$ cat src/rtl/uart_pkg.sv
// Shared UART definitions: baud div codes, the baud_sequencer state encoding,
// the default oversample ratio and a counter-width helper.
package uart_pkg;

  typedef logic [1:0] div_t;

  localparam div_t DIV_115200 = 2'b00;
  localparam div_t DIV_57600  = 2'b01;
  localparam div_t DIV_38400  = 2'b10;
  localparam div_t DIV_19200  = 2'b11;

  // baud_sequencer FSM encoding
  localparam logic [2:0] StRun     = 3'd0;
  localparam logic [2:0] StPending = 3'd1;
  localparam logic [2:0] StApply   = 3'd2;
  localparam logic [2:0] StSettle  = 3'd3;
  localparam logic [2:0] StDone    = 3'd4;

  localparam int unsigned DEFAULT_OVERSAMPLE = 10;

  // Width of a counter that must hold 0..n-1, never less than one bit.
  function automatic int unsigned cnt_width(input int unsigned n);
    return (n > 2) ? $clog2(n) : 1;
  endfunction

endpackage

$ cat src/rtl/baud_sequencer_if.sv
// Baud-change request handshake between the command decoder and baud_sequencer.
//   req_valid : request present (held by the requester until accepted)
//   req_div   : requested div code
//   req_ready : request accepted in a cycle where req_valid & req_ready
// master = command decoder, slave = baud_sequencer.
interface baud_sequencer_if;
  import uart_pkg::*;

  logic req_valid;
  div_t req_div;
  logic req_ready;

  modport master (output req_valid, output req_div, input req_ready);
  modport slave  (input req_valid, input req_div, output req_ready);

endinterface

$ cat src/rtl/baud_tick_gen.sv
// Turns the prescaler's scaled strobe into the receiver oversample tick and the
// transmitter bit tick (one per OVERSAMPLE gated strobes).
//   clock, reset : system clock, asynchronous active-high reset
//   i_scaled     : one-cycle strobe from the prescaler
//   i_enable     : tick gate; strobes seen while low are dropped entirely
//   i_clear      : zero the oversample counter
//   o_rx_tick    : gated strobe delayed one cycle
//   o_tx_tick    : subset of o_rx_tick, on every OVERSAMPLE-th gated strobe
module baud_tick_gen
  import uart_pkg::*;
#(
  parameter int unsigned OVERSAMPLE = DEFAULT_OVERSAMPLE
) (
  input  logic clock,
  input  logic reset,
  input  logic i_scaled,
  input  logic i_enable,
  input  logic i_clear,
  output logic o_rx_tick,
  output logic o_tx_tick
);

  localparam int unsigned CntW = cnt_width(OVERSAMPLE);
  localparam logic [CntW-1:0] CntLast = CntW'(OVERSAMPLE - 1);

  logic [CntW-1:0] r_cnt;
  logic            r_rx_tick;
  logic            r_tx_tick;
  logic            w_strobe;
  logic            w_wrap;

  assign w_strobe = i_scaled & i_enable;
  assign w_wrap   = (r_cnt == CntLast);

  always_ff @(posedge clock or posedge reset) begin
    if (reset) begin
      r_cnt     <= '0;
      r_rx_tick <= 1'b0;
      r_tx_tick <= 1'b0;
    end else begin
      r_rx_tick <= w_strobe;
      // tx_tick follows the pre-clear count, so a realign on a strobe cycle
      // still honours a bit boundary that was already due.
      r_tx_tick <= w_strobe & w_wrap;
      if (i_clear) begin
        r_cnt <= '0;
      end else if (w_strobe) begin
        r_cnt <= w_wrap ? '0 : r_cnt + CntW'(1);
      end
    end
  end

  assign o_rx_tick = r_rx_tick;
  assign o_tx_tick = r_tx_tick;

endmodule

$ cat src/rtl/baud_sequencer.sv
// Controller for the shared UART prescaler. Owns div select and phase clear,
// applies host baud changes only once tx and rx are both idle, and derives the
// rx oversample / tx bit ticks from the prescaler strobe.
//   clock, reset    : system clock, asynchronous active-high reset
//   i_scaled        : one-cycle strobe from the prescaler
//   req_if          : baud-change request handshake (slave side)
//   i_tx_idle       : transmitter has no frame in progress
//   i_rx_idle       : receiver has no frame in progress
//   o_div_out       : div select to the prescaler
//   o_presc_clear   : one-cycle pulse, ORed with reset at the prescaler
//   o_rx_tick       : receiver oversample tick
//   o_tx_tick       : transmitter bit tick
//   o_change_done   : one-cycle pulse once the new div is in effect
//   o_forced        : last change was forced by timeout (0 unless enabled)
// Build option: define BAUD_SEQ_TIMEOUT_EN to force an apply after TIMEOUT
// cycles in PENDING; otherwise PENDING waits for idle indefinitely.
module baud_sequencer
  import uart_pkg::*;
#(
  parameter int unsigned OVERSAMPLE    = DEFAULT_OVERSAMPLE,
  parameter div_t        DEFAULT_DIV   = DIV_115200,
  parameter int unsigned SETTLE_CYCLES = 2,
  parameter int unsigned TIMEOUT       = 4096
) (
  input  logic                   clock,
  input  logic                   reset,
  input  logic                   i_scaled,
  baud_sequencer_if.slave        req_if,
  input  logic                   i_tx_idle,
  input  logic                   i_rx_idle,
  output logic [1:0]             o_div_out,
  output logic                   o_presc_clear,
  output logic                   o_rx_tick,
  output logic                   o_tx_tick,
  output logic                   o_change_done,
  output logic                   o_forced
);

  localparam logic [2:0] SettleLast = 3'(SETTLE_CYCLES - 1);

  logic [2:0] r_state;
  logic [2:0] w_state_d;
  div_t       r_div;
  div_t       r_pend_div;
  logic       r_presc_clear;
  logic       r_change_done;
  logic       r_req_ready;
  logic [2:0] r_settle_cnt;
  logic       w_both_idle;
  logic       w_handshake;
  logic       w_tick_enable;
  logic       w_cnt_clear;
  logic       w_timeout;

  assign w_both_idle = i_tx_idle & i_rx_idle;
  assign w_handshake = req_if.req_valid & r_req_ready;

`ifdef BAUD_SEQ_TIMEOUT_EN
  localparam int unsigned ToW = cnt_width(TIMEOUT);
  localparam logic [ToW-1:0] ToLast = ToW'(TIMEOUT - 1);

  logic [ToW-1:0] r_to_cnt;
  logic           r_forced;

  assign w_timeout = (r_state == StPending) && (r_to_cnt == ToLast);

  always_ff @(posedge clock or posedge reset) begin
    if (reset) begin
      r_to_cnt <= '0;
      r_forced <= 1'b0;
    end else begin
      r_to_cnt <= (r_state == StPending) ? r_to_cnt + ToW'(1) : '0;
      if (w_handshake) begin
        r_forced <= 1'b0;
      end else if (w_timeout && !w_both_idle) begin
        r_forced <= 1'b1;
      end
    end
  end

  assign o_forced = r_forced;
`else
  logic w_unused_timeout;
  assign w_unused_timeout = (TIMEOUT != 0);
  assign w_timeout        = 1'b0;
  assign o_forced         = 1'b0;
`endif

  always_comb begin
    w_state_d = r_state;
    case (r_state)
      StRun: begin
        if (w_handshake) begin
          w_state_d = (req_if.req_div == r_div) ? StDone : StPending;
        end
      end
      StPending: begin
        if (w_both_idle || w_timeout) begin
          w_state_d = StApply;
        end
      end
      StApply:  w_state_d = StSettle;
      StSettle: begin
        if (r_settle_cnt == SettleLast) begin
          w_state_d = StDone;
        end
      end
      StDone:   w_state_d = StRun;
      default:  w_state_d = StRun;
    endcase
  end

  always_ff @(posedge clock or posedge reset) begin
    if (reset) begin
      r_state       <= StRun;
      r_div         <= DEFAULT_DIV;
      r_pend_div    <= DEFAULT_DIV;
      r_presc_clear <= 1'b0;
      r_change_done <= 1'b0;
      r_req_ready   <= 1'b1;
      r_settle_cnt  <= '0;
    end else begin
      r_state <= w_state_d;
      // Registered from next state so ready is exactly "state is RUN".
      r_req_ready <= (w_state_d == StRun);
      if (w_handshake) begin
        r_pend_div <= req_if.req_div;
      end
      if (r_state == StApply) begin
        r_div <= r_pend_div;
      end
      r_presc_clear <= (r_state == StApply);
      r_change_done <= (r_state == StDone);
      r_settle_cnt  <= (r_state == StSettle) ? r_settle_cnt + 3'd1 : 3'd0;
    end
  end

  assign w_tick_enable = (r_state != StApply) && (r_state != StSettle);
  // Idle in RUN marks a frame boundary, so the bit phase restarts there too.
  assign w_cnt_clear   = (r_state == StApply) || ((r_state == StRun) && w_both_idle);

  baud_tick_gen #(
    .OVERSAMPLE (OVERSAMPLE)
  ) u_tick_gen (
    .clock     (clock),
    .reset     (reset),
    .i_scaled  (i_scaled),
    .i_enable  (w_tick_enable),
    .i_clear   (w_cnt_clear),
    .o_rx_tick (o_rx_tick),
    .o_tx_tick (o_tx_tick)
  );

  assign req_if.req_ready = r_req_ready;
  assign o_div_out        = r_div;
  assign o_presc_clear    = r_presc_clear;
  assign o_change_done    = r_change_done;

endmodule

$ cat src/flat_wrapper.sv
// flat-port wrapper written by rule: the top's interface ports become plain ports
module baud_sequencer_flat import uart_pkg::*;
#(
  parameter int unsigned OVERSAMPLE    = DEFAULT_OVERSAMPLE,
  parameter div_t        DEFAULT_DIV   = DIV_115200,
  parameter int unsigned SETTLE_CYCLES = 2,
  parameter int unsigned TIMEOUT       = 4096
)
  (clock, reset, i_scaled, i_tx_idle, i_rx_idle, o_div_out, o_presc_clear, o_rx_tick, o_tx_tick, o_change_done, o_forced, req_if_req_valid, req_if_req_div, req_if_req_ready);
  baud_sequencer_if req_if_i ();
  input  logic clock;
  input  logic reset;
  input  logic i_scaled;
  input  logic i_tx_idle;
  input  logic i_rx_idle;
  output logic [1:0] o_div_out;
  output logic o_presc_clear;
  output logic o_rx_tick;
  output logic o_tx_tick;
  output logic o_change_done;
  output logic o_forced;
  input wire logic [$bits(req_if_i.req_valid)-1:0] req_if_req_valid;
  input wire logic [$bits(req_if_i.req_div)-1:0] req_if_req_div;
  output wire logic [$bits(req_if_i.req_ready)-1:0] req_if_req_ready;
  assign req_if_i.req_valid = req_if_req_valid;
  assign req_if_i.req_div = req_if_req_div;
  assign req_if_req_ready = req_if_i.req_ready;
  baud_sequencer #(.OVERSAMPLE(OVERSAMPLE), .DEFAULT_DIV(DEFAULT_DIV), .SETTLE_CYCLES(SETTLE_CYCLES), .TIMEOUT(TIMEOUT)) u_core (.clock(clock), .reset(reset), .i_scaled(i_scaled), .req_if(req_if_i), .i_tx_idle(i_tx_idle), .i_rx_idle(i_rx_idle), .o_div_out(o_div_out), .o_presc_clear(o_presc_clear), .o_rx_tick(o_rx_tick), .o_tx_tick(o_tx_tick), .o_change_done(o_change_done), .o_forced(o_forced));
endmodule
$ cat config.mk
export PLATFORM = sky130hd
export DESIGN_NAME = baud_sequencer_flat
export DESIGN_NICKNAME = d
export VERILOG_FILES = /design/src/rtl/uart_pkg.sv /design/src/rtl/baud_sequencer_if.sv /design/src/rtl/baud_tick_gen.sv /design/src/rtl/baud_sequencer.sv /design/src/flat_wrapper.sv
export SDC_FILE = /design/constraint.sdc
export NUM_CORES = 1
export LEC_CHECK = 0
export ABC_AREA = 1
export CAP_MARGIN = 20
export CORE_MARGIN = 10
export CORE_UTILIZATION = 54
export DETAILED_ROUTE_END_ITERATION = 16
export MAX_ROUTING_LAYER = met4
export PLACE_DENSITY = 0.85
export SYNTH_ARGS = -nofsm -noshare
export SYNTH_HDL_FRONTEND = slang
export SYNTH_SLANG_ARGS = --single-unit
$ cat constraint.sdc
create_clock -name clock -period 2.2 [get_ports clock]
set_input_delay 0.44 -clock clock [delete_from_list [all_inputs] [get_ports clock]]
set_output_delay 0.44 -clock clock [all_outputs]
set_load 0.05 [all_outputs]
==> results_dict.tcl <==
set metrics [dict create \
    crit_buf_inv 1 \
    hold_viol 0 \
    via_per_inst 5.01 \
    syn_area_sq_um 951 \
    finalSetupViolCount 0 \
    worstPathMaxFanout 2 \
    ios 16 \
    post-route-period-util_pct 94.0 \
    ctsResizeCount 0 \
    drt_drc_violations_left 0 \
    syn_nets 118 \
    areaGrowthSynthToFinish_pct 18.9 \
    cts_hold_buf 0 \
    hpwl_microns 1370 \
    antenna_found_initial 0 \
    async_flop_share_pct 100 \
    root_buffer "clkbuf_4" \
    grt_pass1_wl_microns 2950 \
    diodes 0 \
    synth_edf_count 0 \
    port_buffers 14 \
    power_density_mw_per_mm2 1250 \
    cts.sinks 19 \
    drive_above_1_share_pct 17.1 \
    die_w_microns 62.0 \
    slowest_delay_ns 0.79 \
    cts_setup_buffers 0 \
    synth_seq_cells 19 \
    clockBufferDepth 2 \
    status "finished clean" \
    p_sw_share_pct 45.5 \
    power_w 0.00142 \
    slew_headroom_pct 54.4 \
    slew_violations 0 \
    grt_overflow 0 \
    ys_seq_area_share_pct 50.1 \
    worstPathArrival_ns 1.63 \
    coreArea_sq_mm 0.00169 \
    cp_cell_sequence "clkdlybuf4s50_1" \
    die_area_sq_mm 0.00384 \
    wirelength_microns 1680 \
    detail-route-antenna-nets 0 \
    dpl_cell_area_sq_mm 0.00110 \
    tritoncts "yes" \
    stdcell_count 140 \
    final_area_sq_mm 0.00113 \
    vias 702 \
    switching_power_w 0.000645 \
    h-tree-depth 1 \
    power_frac_comb_pct 47.5 \
    worst_pin_slew_ns 0.683 \
    fin_tns_setup_ns 0 \
    critical_path_cell_count 1 \
    start_util_pct 56.3 \
    synth_ff_type "dfrtp_1" \
    worstSetupEndpointType "primary output" \
    clock_skew_ns 0.00209 \
    grt_usage_pct 10.6 \
    cp.required_ns 1.76 \
    netlist_instances 106 \
    grt_max_degree 20 \
    cts_buffers 3 \
    seqPwrFrac_pct 40.2 \
    p_leak_nw 0.580 \
    yosysTopAreaCellShare_pct 47.4 \
    yosys.area.top_type "dfrtp_1" \
    intPower_w 0.000773 \
    syn_area_per_cell_sq_um 8.97 \
    worstHoldPathCells 1 \
    place_congestion 0.794 \
    clk_pin_slew_ns 0.10 \
    die_h_microns 62.0 \
    ir_drop_uv 647 \
    grt_pass1_vias 679 \
    synth.distinct_cells 25 \
    reg2reg_depth 6 \
    final_nets 136 \
    cp_top_family "buffers and inverters" \
    min_path_type "register to register" \
    cpMaxStageDelayCell "clkdlybuf4s50_1" \
    crit_type "register to primary output" \
    max_freq_mhz 483 \
    clockPowerShare_pct 12.3 \
    drt_iter0_markers 7 \
    fin_crit_ns 2.07 \
    start_kind "register" \
    rsz0062_at_grt "false" \
    drt_pass1_iterations 4 \
    drv_cap 0 \
    rows 15 \
    synth_area_leaders "dfrtp_1, nand2_1, inv_1" \
    clk_latency_ns 0.29 \
    wl_per_cell_microns 12.0 \
    yosys_warnings 0 \
    dp.cells 136 \
]
-- metal layers --
layer | up-vias | GRT usage (%) | share of wire, %
li1 | 360 | - | -
met1 | 321 | 12.4 | 46
met2 | 16 | 16.8 | 47
met3 | 5 | 2.85 | 4.9
met4 | 0 | 4.78 | 1.8
met5 | - | - | 0
-- cell type report --
cell class | instances | area, sq um
clock buffers | 4 | 26.3
inverters | 20 | 75.1
well taps | 17 | 21.3
flip-flops and latches | 19 | 477
repair buffers | 14 | 140
multi-input cells | 66 | 392
fillers | 134 | 558
-- per-stage QoR --
stage / setup WS, ns / util [%] / hold slack, ns
global placement: 0.458 / 65.4 / 0.450
CTS: 0.118 / 67.0 / 0.472
finish: 0.131 / 67.0 / 0.465
detailed placement: 0.453 / 65.4 / 0.457
floorplan: 1.02 / - / 0.390
global route: 0.0820 / 67.0 / 0.490
-- synth_stat cells, drive strengths merged, types with 2 or more instances --
cell type and count:
a21oi 3, dfrtp 18, ha 4, inv 20
nand2 28, nand3 7, nand4 3, nor2 8
nor3 2, o21ai 5, xor2 2
-- registers in the layout, indices dropped and copies added, names as in the netlist --
register	cells
u_core.o_presc_clear	1
u_core.r_settle_cnt	3
u_core.r_pend_div	2
u_core.o_div_out	2
u_core.u_tick_gen.o_rx_tick	1
u_core.r_state	3
u_core.o_change_done	1
u_core.u_tick_gen.o_tx_tick	1
u_core.req_if.req_ready	1
u_core.u_tick_gen.r_cnt	4
-- placed cells by master (no fill, tap or decap) --
cell type / instances
nor2_1: 7
o211ai_1: 1
dfrtp_1: 18
clkbuf_4: 3
nand3b_1: 1
nor3_2: 1
nor3_1: 1
nand4_1: 3
xnor2_1: 1
xor2_1: 2
nor2_2: 1
ha_1: 4
a21oi_1: 1
nand3_1: 5
inv_2: 5
o21ai_0: 5
nand2_4: 2
a21oi_2: 1
nand2_2: 4
clkdlybuf4s50_1: 14
clkbuf_1: 1
nand3_2: 2
inv_1: 15
dfstp_2: 1
a21oi_4: 1
conb_1: 1
nand2_1: 22
-- kinds of logic (layout without fill, tap and decap cells) --
family | count (synthesis) | in the layout | share of synthesized area [%]
AND/OR/NAND/NOR | 49 | 49 | 26.2
adder cells (fa/ha/maj) | 4 | 4 | 5.26
AO/OA/AOI/OAI | 9 | 9 | 6.58
other | 1 | 1 | 0.394
XOR/XNOR | 3 | 3 | 2.76
flip-flops | 19 | 19 | 50.1
buffers and inverters | 21 | 38 | 8.68
-- power groups by stage --
| stage | registers [W] | logic (W) | clock network (W) |
|---|---|---|---|
| 2_1_floorplan | 0.000702 | 0.000371 | 0 |
| 3_3_place_gp | 0.000568 | 0.000656 | 0 |
| 3_5_place_dp | 0.000576 | 0.000682 | 0 |
| 4_1_cts | 0.000568 | 0.000682 | 0.000181 |
| 5_1_grt | 0.000589 | 0.000754 | 0.000197 |
| 6_report | 0.000569 | 0.000673 | 0.000175 |
-- path summary, 6_finish.rpt --
| path | from | to | slack, ns |
|---|---|---|---|
| setup / recovery | u_core.req_if.req_ready | req_if_req_ready | 0.13 |
| hold / removal | u_core.r_settle_cnt[0] | u_core.r_settle_cnt[0] | 0.47 |
| setup reg to reg | u_core.r_state[1] | u_core.u_tick_gen.r_cnt[3] | 1.04 |
| hold reg to reg | u_core.r_settle_cnt[0] | u_core.r_settle_cnt[0] | 0.47 |
| max in group asynchronous | reset | u_core.r_settle_cnt[2] | 1.23 |
| min in group asynchronous | reset | u_core.r_pend_div[1] | 0.54 |
No activity file was read; power rests on OpenSTA's default activity.
